**src/rtl/rv32m_div_unit.sv**
```systemverilog
// Iterative radix-2 restoring divider for RV32M DIV/DIVU/REM/REMU.
// One quotient bit per cycle on operand magnitudes, sign-corrected at the end.
module rv32m_div_unit #(
  parameter int XLEN = 32
) (
  input  logic                   clk,
  input  logic                   rst_n,
  input  logic                   start,
  input  logic [1:0]             op,
  input  logic [XLEN-1:0]        dividend,
  input  logic [XLEN-1:0]        divisor,
  input  logic                   flush,
  output logic                   busy,
  output logic                   done,
  output logic signed [XLEN-1:0] result
);

  localparam int CW = $clog2(XLEN) + 1;

  typedef enum logic [1:0] {IDLE, CALC, DONE} state_t;

  state_t          state_reg;
  logic [XLEN-1:0] quot_reg;
  logic [XLEN:0]   rem_reg;
  logic [XLEN:0]   dvs_reg;
  logic [CW-1:0]   count_reg;
  logic            rem_op_reg;
  logic            neg_q_reg;
  logic            neg_r_reg;
  logic            busy_reg;
  logic            done_reg;
  logic [XLEN-1:0] result_reg;

  // Operand decode for the accepting edge
  logic            is_signed;
  logic            a_neg;
  logic            b_neg;
  logic [XLEN-1:0] a_mag;
  logic [XLEN:0]   b_mag;
  logic            div_zero;
  logic            overflow;
  logic [XLEN-1:0] special_val;

  assign is_signed = ~op[0];
  assign a_neg     = is_signed & dividend[XLEN-1];
  assign b_neg     = is_signed & divisor[XLEN-1];
  assign a_mag     = a_neg ? (~dividend + XLEN'(1)) : dividend;
  assign b_mag     = {1'b0, (b_neg ? (~divisor + XLEN'(1)) : divisor)};
  assign div_zero  = (divisor == '0);
  assign overflow  = is_signed && (dividend == {1'b1, {(XLEN-1){1'b0}}})
                     && (divisor == {XLEN{1'b1}});

  // Divide-by-zero wins over overflow; overflow quotient is the dividend itself
  always_comb begin
    special_val = '0;
    if (div_zero)
      special_val = op[1] ? dividend : {XLEN{1'b1}};
    else if (overflow)
      special_val = op[1] ? '0 : dividend;
  end

  // One restoring step: the 33-bit compare keeps |-2^31| exact
  logic [XLEN:0]   shifted;
  logic [XLEN:0]   trial;
  logic            ge;
  logic [XLEN:0]   rem_next;
  logic [XLEN-1:0] quot_next;
  logic [XLEN-1:0] q_final;
  logic [XLEN-1:0] r_final;

  assign shifted   = {rem_reg[XLEN-1:0], quot_reg[XLEN-1]};
  assign trial     = shifted - dvs_reg;
  assign ge        = (shifted >= dvs_reg);
  assign rem_next  = ge ? trial : shifted;
  assign quot_next = {quot_reg[XLEN-2:0], ge};
  assign q_final   = neg_q_reg ? (XLEN'(0) - quot_next) : quot_next;
  assign r_final   = neg_r_reg ? (XLEN'(0) - rem_next[XLEN-1:0]) : rem_next[XLEN-1:0];

  always_ff @(posedge clk or negedge rst_n) begin
    if (!rst_n) begin
      state_reg  <= IDLE;
      quot_reg   <= '0;
      rem_reg    <= '0;
      dvs_reg    <= '0;
      count_reg  <= '0;
      rem_op_reg <= 1'b0;
      neg_q_reg  <= 1'b0;
      neg_r_reg  <= 1'b0;
      busy_reg   <= 1'b0;
      done_reg   <= 1'b0;
      result_reg <= '0;
    end else if (flush) begin
      state_reg <= IDLE;
      busy_reg  <= 1'b0;
      done_reg  <= 1'b0;
    end else begin
      case (state_reg)
        IDLE: begin
          if (start) begin
            rem_op_reg <= op[1];
            neg_q_reg  <= a_neg ^ b_neg;
            neg_r_reg  <= a_neg;
            dvs_reg    <= b_mag;
            quot_reg   <= a_mag;
            rem_reg    <= '0;
            count_reg  <= '0;
            if (div_zero || overflow) begin
              result_reg <= special_val;
              state_reg  <= DONE;
              done_reg   <= 1'b1;
            end else begin
              state_reg <= CALC;
              busy_reg  <= 1'b1;
            end
          end
        end
        CALC: begin
          rem_reg   <= rem_next;
          quot_reg  <= quot_next;
          count_reg <= count_reg + CW'(1);
          if (count_reg == CW'(XLEN - 1)) begin
            result_reg <= rem_op_reg ? r_final : q_final;
            state_reg  <= DONE;
            busy_reg   <= 1'b0;
            done_reg   <= 1'b1;
          end
        end
        DONE: begin
          state_reg <= IDLE;
          done_reg  <= 1'b0;
        end
        default: begin
          state_reg <= IDLE;
          busy_reg  <= 1'b0;
          done_reg  <= 1'b0;
        end
      endcase
    end
  end

  assign busy   = busy_reg;
  assign done   = done_reg;
  assign result = result_reg;

endmodule
```
**config.mk**
```make
export PLATFORM = sky130hd
export DESIGN_NAME = rv32m_div_unit
export DESIGN_NICKNAME = d
export VERILOG_FILES = /design/src/rtl/rv32m_div_unit.sv
export SDC_FILE = /design/constraint.sdc
export NUM_CORES = 1
export LEC_CHECK = 0
export ABC_CLOCK_PERIOD_IN_PS = 5300
export BUFFER_PORTS_ARGS = -buffer_cell sky130_fd_sc_hd__buf_4
export CORE_UTILIZATION = 49
export DETAILED_ROUTE_END_ITERATION = 10
export GPL_ROUTABILITY_DRIVEN = 0
export GPL_TIMING_DRIVEN = 0
export HOLD_SLACK_MARGIN = 0.1
export PLACE_DENSITY = 0.68
export SYNTH_ARGS = -nofsm -noshare
export SYNTH_HDL_FRONTEND = slang
export SYNTH_SLANG_ARGS = --single-unit
```
**constraint.sdc**
```tcl
create_clock -name clk -period 5.3 [get_ports clk]
set_clock_uncertainty 0.15 [all_clocks]
set_input_delay 1.59 -clock clk [delete_from_list [all_inputs] [get_ports clk]]
set_output_delay 1.59 -clock clk [all_outputs]
set_load 0.1 [all_outputs]
```
* Yosys cells after proc, flatten, opt, wreduce, memory -nomap -nowiden *
Cells that the tools add are included.

cells by class
  $add $sub $neg = 6
  multiply operators = 0
  divide/modulo/power cells = 0
  magnitude comparators = 1
  equal/unequal tests = 13
  shifts and indexed selects = 0
  multiplexer cells = 35
  bitwise operators = 7
  reductions and logical operators = 12

operators with widths
  kind                   count
  $mux 32                15
  $pmux 32 s2            3
  $add 32x1->32 const B  2
  $eq 32x32->1 const B   2
  $not 32->32            2
  $sub 1x32->32 const A  2
  $ge 33x32->1           1
  $logic_not 32->1       1
  $sub 32x32->32         1
  $ne 3x3->1 const B     4
  $pmux 6 s2             1
  $reduce_and 3->1       3
  $mux 1                 8
  $mux 2                 4
  $ne 2x2->1 const B     4
  $add 6x1->6 const B    1
  $eq 6x5->1 const B     1
  $mux 6                 1
  $reduce_and 5->1       1
  $pmux 2 s2             1
  $reduce_and 4->1       1
  $pmux 1 s3             1
  $and 1x1->1            2
  $eq 2x1->1 const B     1
  9 further kinds        11

storage, ports and cells
  bits in registers = 141
  latch bits = 0
  bits in writable memories = 0
  memory bits (read-only) = 0
  bits of input ports = 70
  output and inout bits = 34
  word-level logic and storage cells = 85
  memories kept = 0

* Logic depth before layout (Yosys ltp) *
Gate-level depths: netlist of run 1.

  depth in word-level cells = 8
  gate-level depth with buffers = 21
  depth with buffers taken out = 17

* Worst setup path before layout of run 1 *
No wires, ideal clock.

  kind = register to register
  start = reg rem_reg[6]
  end = reg result_reg[28], in the netlist result[28]
  arrival = 4,470 ps
  data required time = 5,025 ps
  path slack = 554 ps
  stages on the path, launching flop included = 21
  buffers on the path = 4
  clock period less this slack = 4,746 ps
  path through = dfrtp_1 > ha_1 > buf_2 > nand4_1 > or3_1 > nor4_1 > a31o_2 > a21oi_2 > nand2_1 > buf_2 > buf_2 > buf_2 > nand2_1 > o21ai_0 > ha_1 > o21ai_0 > a211oi_1 > and4_1 > mux2_2 > nor2_1 > o21ai_1

on the way
  longest elaborated chain between the ends = 7

RTL lines
  what                                            line    source
  from (decl)                                     24      logic [XLEN:0] rem_reg;
  from (signal assigned)                          118     rem_reg <= rem_next;
  $sub 32x32->32 or $ge 33x32->1 (tied branches)  72, 73
  $mux 32                                         74      assign rem_next = ge ? trial : shifted;
  $sub 1x32->32                                   77      assign r_final = neg_r_reg ? (XLEN'(0) - rem_next[XLEN-1:0]) : rem_next[XLEN-1:0];
  $mux 32                                         77
  $mux 32 (*)                                     122     result_reg <= rem_op_reg ? r_final : q_final;
  $mux 32 (*)                                     121     if (count_reg == CW'(XLEN - 1)) begin
  $pmux 32 s2 (*)                                 97      case (state_reg)
  to (signal assigned)                            108     result_reg <= special_val;
  to (signal assigned)                            122
  to (decl)                                       32      logic [XLEN-1:0] result_reg;

Mark *: on every way between the ends. The rest lies on a longest branch, timed or not. The select of a mux whose other input is x is not followed.
A chain may end at the register's enable or synchronous reset.

* Worst setup path in the final report of run 1 *
Ends and elaborated chain as after synthesis.

==> results by group, run 1 <==
Outcome
  • Status: completed

Critical path
  • Reg2reg path depth: 20
  • Crit path to: result[28]
  • CP Data Required Time: about 5500 ps
  • Worst Setup Path Type: flip-flop to flip-flop
  • Critical path's slowest cell: dfrtp_1
  • CP startpoint: rem_reg[6]
  • Critical R2R Capture: result[28]
  • Cell mode on critical path: o21ai_1
  • CP max FO: 19
  • Slack of the worst reg-to-reg path: 110 ps
  • CP Launch Type: flip-flop
  • CP arrival: 5350 ps
  • Critical path, cell by cell: ha_1 > buf_2 > nand4_1 > or3_1 > nor4_2 > a31o_2 > a21oi_2 > nand2_2 > buf_4 > buf_8 > nand2_1 > o21ai_1 > ha_2 > o21ai_1 > a211oi_2 > buf_4 > and4_1 > mux2_2 > nor2_1 > o21ai_1
  • Slowest cell delay on critical path: 460 ps
  • CP Capture Type: flip-flop
  • Reg-to-Reg Start: rem_reg[6]

Final layout
  • Fraction of layout cells with a size suffix above 1: about 11%
  • Fillcell total: 2159
  • Most frequent cells in the layout: 192 x nand2_1, 183 x o21ai_0, 151 x a21oi_1, 141 x dfrtp_1, 126 x nor2_1
  • Most common cell after layout, fill and taps aside: nand2_1
  • Final core occ: between 50 and 60%
  • Post-layout nets: 1715
  • Synth-to-layout area growth: 15.8%
  • Antenna Cells: 0

Clock tree
  • Clk_lat worst skew: 430 ps
  • CTS Sinks: 141
  • Root buf cell: clkbuf_16
  • CTS tree: built
  • Clock buffer count from CTS: 17
  • Reg clk slew, reported paths: 60 ps
  • Clock Path Buffers: 2
  • CTS HTree Levels: 4

Yosys
  • Synth Area in Adders: 4.43%
  • Post-Syn Area: 11400 µm²
  • Mux cell area share after synthesis: 3.22%
  • Async SR Flop Fraction: 100%
  • Number of synthesized register bits: 141
  • Syn avg cell area: 7.69 µm²
  • Post-synth EDFFs: 0
  • Seq/Total Area, Yosys: 31.0%
  • Post-synthesis xor/xnor area fraction: approximately a tenth
  • Post-synthesis cell count: 1483
  • Synth Flop Type: dfrtp_1
  • Ys Warns: 0
  • Largest family of logic cells by synthesized area: compound AO/OA/AOI/OAI gates
  • Compound-gate portion of the synthesized area: 25.8%
  • Syn Nets: 1592
  • Simple-gate share of the synthesized area: 20.3%
  • Distinct cells, synth: 76

Power
  • Pwr per Cell Area: 392 nW/µm²
  • Power, Total: ~0.0052 W
  • Peak VDD IR: 0.288 mV
  • Leak: between 5 and 6 nW

Detailed routing
  • 1st-pass router iterations: 6
  • Iteration-0 DRC Markers: approximately 1.2k
  • Number of remaining DRC errors: 0
  • Post-DRT Antenna Nets: 0
  • Routed vias/inst: 6.21
  • Post-DR wirelength/cell: 20.5 µm
  • Total number of vias: 11.8k
  • Routed WL: 39.0 mm

STA
  • Final slew viol count: 0
  • Fmax: 0.193 GHz
  • Setup TNS: 0 ps
  • Tmin final: 5190 ps
  • Rel. slew slack: approximately two fifths
  • Hold WS: 331 ps
  • Fin. Hold Viols: 0
  • Final Cycle Share: 97.9%
  • # setup viols final: 0
  • Least-Margin Pin Slew: 901 ps
  • Post-route setup slack: 111 ps

Hold path
  • Hold crit path type: flip-flop to flip-flop

Die
  • Core ar.: 22700 µm²
  • Ports: 104
  • Row count: 55
  • Full die area: ~24000 µm²
  • DIE HEIGHT: 155 µm
  • Initial core utilization: 50.2%
  • Die Span X: 155 µm

Placed design
  • Pre-CTS setup slack: -878 ps
  • I/O Buffers: ~100
  • Post-DP HPWL: 30.2 mm

Global route
  • Grt total ovfl: 0
  • Vias in the first global route: 11.2k
  • Gr usage total: 33.4%
  • First-pass GRT wire length: 61.9 mm
  • Largest net degree at the start of global routing: 90
  • Initial antenna violation count: 0

Job
  • Max-Cap Viols: 0
cells by family after synthesis:
family / count (synthesis)
XOR/XNOR: 138
adder cells (fa/ha/maj): 40
AND/OR/NAND/NOR: 493
buffers and inverters: 140
AO/OA/AOI/OAI: 495
flip-flops: 141
multiplexers: 36
cell type report:
cell class                 count  area [µm²]  area share, %
multi-input combinational   1202        7400           56.0
tap                          285         357           2.70
buffer                        77         314           2.38
sequential                   141        3530           26.7
clock inverter                12         124          0.938
timing repair buffer         106         820           6.21
inverter                      61         229           1.73
clock buffer                  19         433           3.28
per-stage QoR:
step	cell area, µm²	cells
CTS	13200	1903
global placement	12500	1871
detailed placement	12600	1872
global route	13200	1903
floorplan	11400	1483
finish	13200	1903
critical path, delay by kind of cell, from the launching register on:
family / cells / cell delay [ps]
compound gates: 6 / 1050
fa+ha+maj: 2 / 590
flops: 1 / 460
buf+inv: 4 / 840
mux: 1 / 350
simple gates: 7 / 1630
worst min-delay path by stage:
stage	to	from	cells after the start	slack, ps
after floorplan	dvs_reg[10]	dvs_reg[10]	2	300
after global placement	dvs_reg[15]	dvs_reg[15]	2	310
after detailed placement	result[6]	result[6]	2	320
after CTS	result[7]	result[7]	2	330
after global routing	result[5]	result[5]	2	350
final	dvs_reg[12]	dvs_reg[12]	2	330
metal layers:
metal	wire [µm]	vias up	part of all wire (%)	track usage, %
met4	1030	0	2.6	11.4
met3	3460	77	8.9	6.16
met1	17100	5632	44	47.2
met2	17500	559	45	51.2
li1	-	5546	-	-
met5	0	-	0	0
repair_timing:
| item | 4_1_cts | 5_1_grt |
|---|---|---|
| pin swaps | 1 | 0 |
| gates resized for setup | 7 | 13 |
| setup buffers | 2 | 0 |
| hold endpoints to repair | 0 | 0 |
| hold buffers | 0 | 0 |
| setup endpoints to repair | 33 | 32 |
where the power goes:
group	internal, W	switching [W]
Sequential	0.00130	0.000217
Combinational	0.000734	0.00176
Clock	0.000685	0.000485
Total	0.00272	0.00246
cells in the mapped netlist, types with 14 or more instances:
cell        n  area share, %
nand2_1   193            6.4
o21ai_0   185            8.1
a21oi_1   151            6.6
dfrtp_1   141             31
nor2_1    126            4.1
xor2_1     71            5.5
xnor2_1    67            5.1
clkbuf_1   64            2.1
inv_1      59            1.9
ha_1       38            4.2
nor3_1     33            1.4
mux2i_1    31            2.7
o31ai_1    30            2.0
nand4_1    21            1.2
a211oi_1   18            1.2
nor4_1     18           0.99
or3_1      18           0.99
a21o_1     14           0.92
Power figures use the tool's default switching activity.
==> run 2, diff against run 1 <==
--- a/config.mk
+++ b/config.mk
@@ -7,12 +7,14 @@
 export LEC_CHECK = 0
 export ABC_CLOCK_PERIOD_IN_PS = 5300
 export BUFFER_PORTS_ARGS = -buffer_cell sky130_fd_sc_hd__buf_4
-export CORE_UTILIZATION = 49
+export CELL_PAD_IN_SITES_DETAIL_PLACEMENT = 1
+export CELL_PAD_IN_SITES_GLOBAL_PLACEMENT = 2
+export CORE_UTILIZATION = 36
 export DETAILED_ROUTE_END_ITERATION = 10
 export GPL_ROUTABILITY_DRIVEN = 0
 export GPL_TIMING_DRIVEN = 0
 export HOLD_SLACK_MARGIN = 0.1
-export PLACE_DENSITY = 0.68
+export PLACE_DENSITY_LB_ADDON = 0.1
 export SYNTH_ARGS = -nofsm -noshare
 export SYNTH_HDL_FRONTEND = slang
 export SYNTH_SLANG_ARGS = --single-unit
==> results by group, run 2 (synthesis gave the netlist of run 1 again) <==
Outcome
  • Status: finished, violations left
  • Violated checks: DRC

Power
  • Flop pwr share: 27.6% (-1.7 points)
  • Leak: 5.78 nW (+1.8%)
  • Peak VDD IR: 0.294 mV (+2.2%)
  • Clock power frac: 26.1% (+3.5 points)
  • Power, Total: 0.00552 W (+6.7%)
  • Net switching power: 0.00256 W (+4.3%)
  • Pwr per Cell Area: 409 nW/µm² (+4.2%)
  • Net Sw Frac: 46.4% (-1.1 points)
  • P_int: 0.00296 W (+8.9%)
  • Gate power share: 46.2% (-1.9 points)

Placed design
  • I/O Buffers: 103 (unchanged)
  • Post-DP HPWL: 36.1 mm (+20%)
  • Post-placement cell count: 1983 (+5.9%)
  • Pre-CTS setup slack: -1180 ps (-305 ps)

Die
  • Ports: 104 (unchanged)
  • Row count: 64 (+16%)
  • Core ar.: 30900 µm² (+36%)
  • Full die area: 32400 µm² (+36%)
  • Die Span X: 180 µm (+16%)
  • Initial core utilization: 36.9% (-13 points)
  • DIE HEIGHT: 180 µm (+16%)

Final layout
  • Final Instance Count excl. Fillers: 2018 (+6.0%)
  • Final core occ: 43.7% (-14 points)
  • Synth-to-layout area growth: 18.5%
  • Fraction of layout cells with a size suffix above 1: 11.8% (+0.53 points)
  • Post-layout nets: 1717 (+0.12%)
  • Fillcell total: 3874 (+79%)
  • Most frequent cells in the layout: 192 x nand2_1, 182 x o21ai_0, 151 x a21oi_1, 141 x dfrtp_1, 126 x nor2_1
  • Most common cell after layout, fill and taps aside: nand2_1

Critical path
  • CP Launch Type: flip-flop
  • Reg-to-Reg Start: rem_reg[6]
  • Slack of the worst reg-to-reg path: 280 ps (+170 ps)
  • Worst Setup Path Type: flip-flop to flip-flop
  • Crit path to: result[28]
  • CP arrival: 5200 ps (-150 ps)
  • Critical R2R Capture: result[28]
  • CP Data Required Time: 5480 ps (+20 ps)
  • Reg2reg path depth: 20 (unchanged)
  • CP startpoint: rem_reg[6]
  • CP max FO: 19 (unchanged)
  • CP Capture Type: flip-flop

Clock tree
  • CTS Sinks: 141 (unchanged)
  • Reg clk slew, reported paths: 70 ps (about the same)
  • Clock buffer count from CTS: 17 (unchanged)
  • Clk_lat worst skew: 450 ps (+20 ps)
  • Root buf cell: clkbuf_16
  • CTS HTree Levels: 4 (unchanged)
  • CTS tree: built
  • Hold_buf cts: 0 (unchanged)
  • Clock Path Buffers: 2 (unchanged)

STA
  • Final Cycle Share: 94.7% (-3.2 points)
  • # setup viols final: 0 (unchanged)
  • Setup TNS: 0 ps (unchanged)
  • Least-Margin Pin Slew: 958 ps (+56.9 ps)
  • Post-route setup slack: 283 ps (+172 ps)
  • Fin. Hold Viols: 0 (unchanged)
  • RSZ-0062 raised after global routing: false
  • Tmin final: 5020 ps (-172 ps)
  • Fmax: 0.199 GHz (+3.4%)
  • Rel. slew slack: 35.7% (-4.2 points)
  • Final slew viol count: 0 (unchanged)

Detailed routing
  • Number of remaining DRC errors: 10 (+10)
  • Post-DR wirelength/cell: 22.7 µm (+11%)
  • Iteration-0 DRC Markers: 685 (-43%)
  • Routed vias/inst: 5.79 (-6.8%)
  • 1st-pass router iterations: 9 (+3)
  • Post-DRT Antenna Nets: 0 (unchanged)
  • Total number of vias: 11.7k (-1.2%)
  • Routed WL: 45.9 mm (+18%)

Hold path
  • Hold path depth: 2 (unchanged)
  • Hold crit path type: flip-flop to flip-flop

Global route
  • Gr usage total: 29.0% (-4.4 points)
  • Initial antenna violation count: 0 (unchanged)
  • Largest net degree at the start of global routing: 81 (-10%)
  • First-pass GRT wire length: 72.2 mm (+17%)
  • Vias in the first global route: 12.0k (+6.4%)
  • Grt total ovfl: 0 (unchanged)

Job
  • Max-Cap Viols: 0 (unchanged)
-- run 2: layout make-up --
type | instances | area [µm²] | share of cell area [%]
Antenna cell | 1 | 2.50 | 0.0185
Buffer | 77 | 327 | 2.42
Clock buffer | 21 | 470 | 3.48
Clock inverter | 11 | 211 | 1.56
Inverter | 61 | 231 | 1.71
Multi-Input combinational cell | 1202 | 7410 | 54.9
Sequential cell | 141 | 3530 | 26.1
Tap cell | 396 | 495 | 3.67
Timing Repair Buffer | 108 | 835 | 6.18
-- run 2: how the worst min path moves through the flow --
stage | startpoint | end | slack, ps
after floorplan | dvs_reg[10] | dvs_reg[10] | 300
after global placement | result[3] | result[3] | 310
after detailed placement | dvs_reg[19] | dvs_reg[19] | 320
after CTS | dvs_reg[19] | dvs_reg[19] | 330
after global routing | result[4] | result[4] | 350
final | result[7] | result[7] | 330
-- run 2: power by group through the flow --
stage | sequential [W] | clock [W] | combinational [W]
after global placement | 0.00153 | 0 | 0.00247
final | 0.00153 | 0.00144 | 0.00255
after CTS | 0.00152 | 0.00146 | 0.00253
after floorplan | 0.00206 | 0 | 0.00120
after global routing | 0.00156 | 0.00150 | 0.00276
after detailed placement | 0.00154 | 0 | 0.00251
-- run 2: timing repair --
action	4_1_cts	5_1_grt
endpoints found under the setup margin	33	33
pin swaps	1	4
buffers inserted	2	2
gates resized for setup	11	20
-- run 2: stage by stage --
stage,hold WS (ps),area [µm²]
4_1_cts,334,13400
5_1_grt,353,13500
6_report,328,13500
3_5_place_dp,320,12700
2_1_floorplan,300,11400
3_3_place_gp,312,12700
-- run 2: metal layers --
metal | vias to the layer above | GRT usage, % | part of all wire (%)
met5 | - | 0 | 0
met3 | 35 | 3.95 | 3.9
met4 | 0 | 6.62 | 1.3
li1 | 5549 | - | -
met1 | 5854 | 41.5 | 49
met2 | 239 | 46.2 | 46
-- run 2: critical path: stages (launching register included) --
cell      delay [ps]
dfrtp_1          460
ha_1             310
buf_2            190
nand4_1          240
or3_1            410
nor4_2           300
a31o_2           270
a21oi_2          110
nand2_2          190
buf_6            190
buf_12           200
nand2_1           90
o21ai_2          110
ha_2             250
o21ai_1          180
a211oi_2         210
buf_4            180
and4_1           300
mux2_2           360
nor2_1            90
o21ai_1           60
==> run 3, diff against run 2 <==
--- a/config.mk
+++ b/config.mk
@@ -14,7 +14,10 @@
 export GPL_ROUTABILITY_DRIVEN = 0
 export GPL_TIMING_DRIVEN = 0
 export HOLD_SLACK_MARGIN = 0.1
+export MAX_ROUTING_LAYER = met4
 export PLACE_DENSITY_LB_ADDON = 0.1
+export REMOVE_ABC_BUFFERS = 1
+export SLEW_MARGIN = 20
 export SYNTH_ARGS = -nofsm -noshare
 export SYNTH_HDL_FRONTEND = slang
 export SYNTH_SLANG_ARGS = --single-unit
==> results by group, run 3 (synthesis gave the netlist of run 1 again) <==
Critical path
  • CP max FO: 21 (+2)
  • Slowest cell delay on critical path: 610 ps (+150 ps)
  • Critical path, cell by cell: buf_4 > or4_1 > nor4_2 > nand2_1 > nor3_4 > and3_1 > nor3_1 > a211o_2 > nor2_1 > a21boi_0 > a31oi_1
  • Worst Setup Path Type: primary input to flip-flop
  • CP Data Required Time: 5460 ps (-20 ps)
  • CP Launch Type: primary input
  • CP arrival: 5170 ps (-30 ps)
  • Critical path's slowest cell: or4_1
  • CP Capture Type: flip-flop

Final layout
  • Area of the multi-input gates: 7490 µm² (+1.1%)
  • Fraction of layout cells with a size suffix above 1: 13.1% (+1.3 points)
  • Most common cell after layout, fill and taps aside: nand2_1
  • Post-layout nets: 1655 (-3.6%)
  • Antenna Cells: 0 (-1)
  • Synth-to-layout area growth: 18.7%
  • Fillcell total: 3787 (-2.2%)
  • Register area: 3530 µm² (about the same)
  • Most frequent cells in the layout: 191 x nand2_1, 182 x o21ai_0, 150 x a21oi_1, 140 x dfrtp_1, 126 x nor2_1
  • Final Instance Count excl. Fillers: 1955 (-3.1%)

Global route
  • Gr usage total: 24.9% (-4.2 points)
  • Initial antenna violation count: 0 (unchanged)
  • Grt total ovfl: 0 (unchanged)
  • Vias in the first global route: 11.2k (-6.6%)
  • Largest net degree at the start of global routing: 82 (+1.2%)
  • First-pass GRT wire length: 62.3 mm (-14%)

STA
  • RSZ-0062 raised after global routing: false
  • Hold WS: 325 ps (-3.54 ps)
  • Fin. Hold Viols: 0 (unchanged)
  • Fmax: 0.199 GHz (about the same)
  • Final Cycle Share: 94.7% (about the same)
  • Least-Margin Pin Slew: 1100 ps (+145 ps)
  • Tmin final: 5020 ps (+0.215 ps)
  • # setup viols final: 0 (unchanged)
  • Rel. slew slack: 26.5% (-9.2 points)
  • Setup TNS: 0 ps (unchanged)
  • Post-route setup slack: 283 ps (-0.215 ps)
  • Final slew viol count: 0 (unchanged)

Detailed routing
  • Iteration-0 DRC Markers: 619 (-9.6%)
  • Post-DR wirelength/cell: 19.6 µm (-14%)
  • Total number of vias: 10.9k (-6.5%)
  • Number of remaining DRC errors: 9 (-1)
  • Routed WL: 38.4 mm (-16%)
  • Routed vias/inst: 5.59 (-3.5%)
  • Post-DRT Antenna Nets: 0 (unchanged)
  • 1st-pass router iterations: 8 (-1)

Power
  • P_int: 0.00289 W (-2.3%)
  • Peak VDD IR: 0.246 mV (-16%)
  • Net switching power: 0.00244 W (-4.8%)
  • Gate power share: 45.9% (-0.3 points)
  • Leak: 5.78 nW (about the same)
  • Flop pwr share: 28.9% (+1.3 points)
  • Pwr per Cell Area: 394 nW/µm² (-3.6%)
  • Clock power frac: 25.2% (-0.9 points)
  • Net Sw Frac: 45.8% (-0.66 points)

Clock tree
  • CTS Sinks: 141 (unchanged)
  • CTS tree: built
  • Clock buffer count from CTS: 17 (unchanged)
  • Clock Path Buffers: 2 (unchanged)
  • Reg clk slew, reported paths: 60 ps (about the same)
  • Clk_lat worst skew: 440 ps (about the same)
  • Root buf cell: clkbuf_16
  • CTS HTree Levels: 4 (unchanged)

Die
  • Die Span X: 180 µm (unchanged)
  • Core ar.: 30900 µm² (unchanged)
  • Ports: 104 (unchanged)
  • Row count: 64 (unchanged)
  • Full die area: 32400 µm² (unchanged)
  • Initial core utilization: 36.9% (unchanged)
  • DIE HEIGHT: 180 µm (unchanged)

Outcome
  • Violated checks: DRC
  • Status: finished, violations left

Job
  • Max-Cap Viols: 0 (unchanged)

Placed design
  • I/O Buffers: 103 (unchanged)
  • Post-placement cell count: 1915 (-3.4%)
  • Pre-CTS setup slack: -957 ps (+226 ps)
  • Post-DP HPWL: 29.5 mm (-18%)

Hold path
  • Hold crit path type: flip-flop to flip-flop
-- run 3: cell count changes in the layout (fill, tap and decap cells not counted), moves of 3 or more --
cell and delta:
clkbuf_2 -4, buf_16 +8, o21ai_4 +4, buf_1 -3
buf_2 -7, inv_6 +3, buf_4 +3, o21ai_1 -3
clkbuf_1 -62
-- run 3: power groups by stage --
stage,sequential (W),combinational [W],clock (W)
2_1_floorplan,0.00208,0.00115,0
3_3_place_gp,0.00155,0.00235,0
3_5_place_dp,0.00156,0.00241,0
4_1_cts,0.00154,0.00245,0.00137
5_1_grt,0.00158,0.00266,0.00141
6_report,0.00154,0.00245,0.00134
-- run 3: worst max-delay path: cells and delay by family --
kind / cells / cell delay [ps]
AND/OR/NAND/NOR: 7 / 2470
AO/OA/AOI/OAI: 3 / 970
buffers and inverters: 1 / 140
-- run 3: repair_timing --
action / 4_1_cts / 5_1_grt
setup buffers: 3 / 4
hold endpoints to repair: 0 / 0
setup endpoints to repair: 31 / 15
resized for setup: 11 / 7
hold buffers: 0 / 0
gates cloned: 1 / 0
pin swaps: 2 / 4
-- run 3: stage by stage --
step	power [W]	util, %	area, µm²
after floorplan	0.00324	-	11100
after global placement	0.00389	40.0	12400
after detailed placement	0.00397	41.2	12700
after CTS	0.00535	43.6	13500
after global routing	0.00565	43.8	13500
final	0.00533	43.8	13500
-- run 3: area by class of cell --
cell class | count | area share, %
clock inverter | 12 | 1.35
sequential | 141 | 26.1
tap | 396 | 3.66
timing repair buffer | 122 | 8.39
inverter | 61 | 1.73
clock buffer | 20 | 3.45
multi-input combinational | 1203 | 55.3
-- run 3: path summary, 6_finish.rpt --
| kind | from | endpoint | slack [ps] | cells after the start |
|---|---|---|---|---|
| max in group asynchronous | rst_n | rem_op_reg | 3220 | 2 |
| worst min register to register | dvs_reg[15] | dvs_reg[15] | 320 | 2 |
| worst max-delay path | dividend[2] | result[31] | 280 | 11 |
| min in group asynchronous | rst_n | quot_reg[5] | 1000 | 1 |
| worst max register to register | rem_reg[5] | result[16] | 380 | 15 |
| worst min-delay path | dvs_reg[15] | dvs_reg[15] | 320 | 2 |
-- run 3: routing by layer --
metal,part of all wire [%],track usage [%]
met5,0,-
met1,51,34.1
met3,2.5,2.71
met4,1.5,5.90
met2,45,39.1
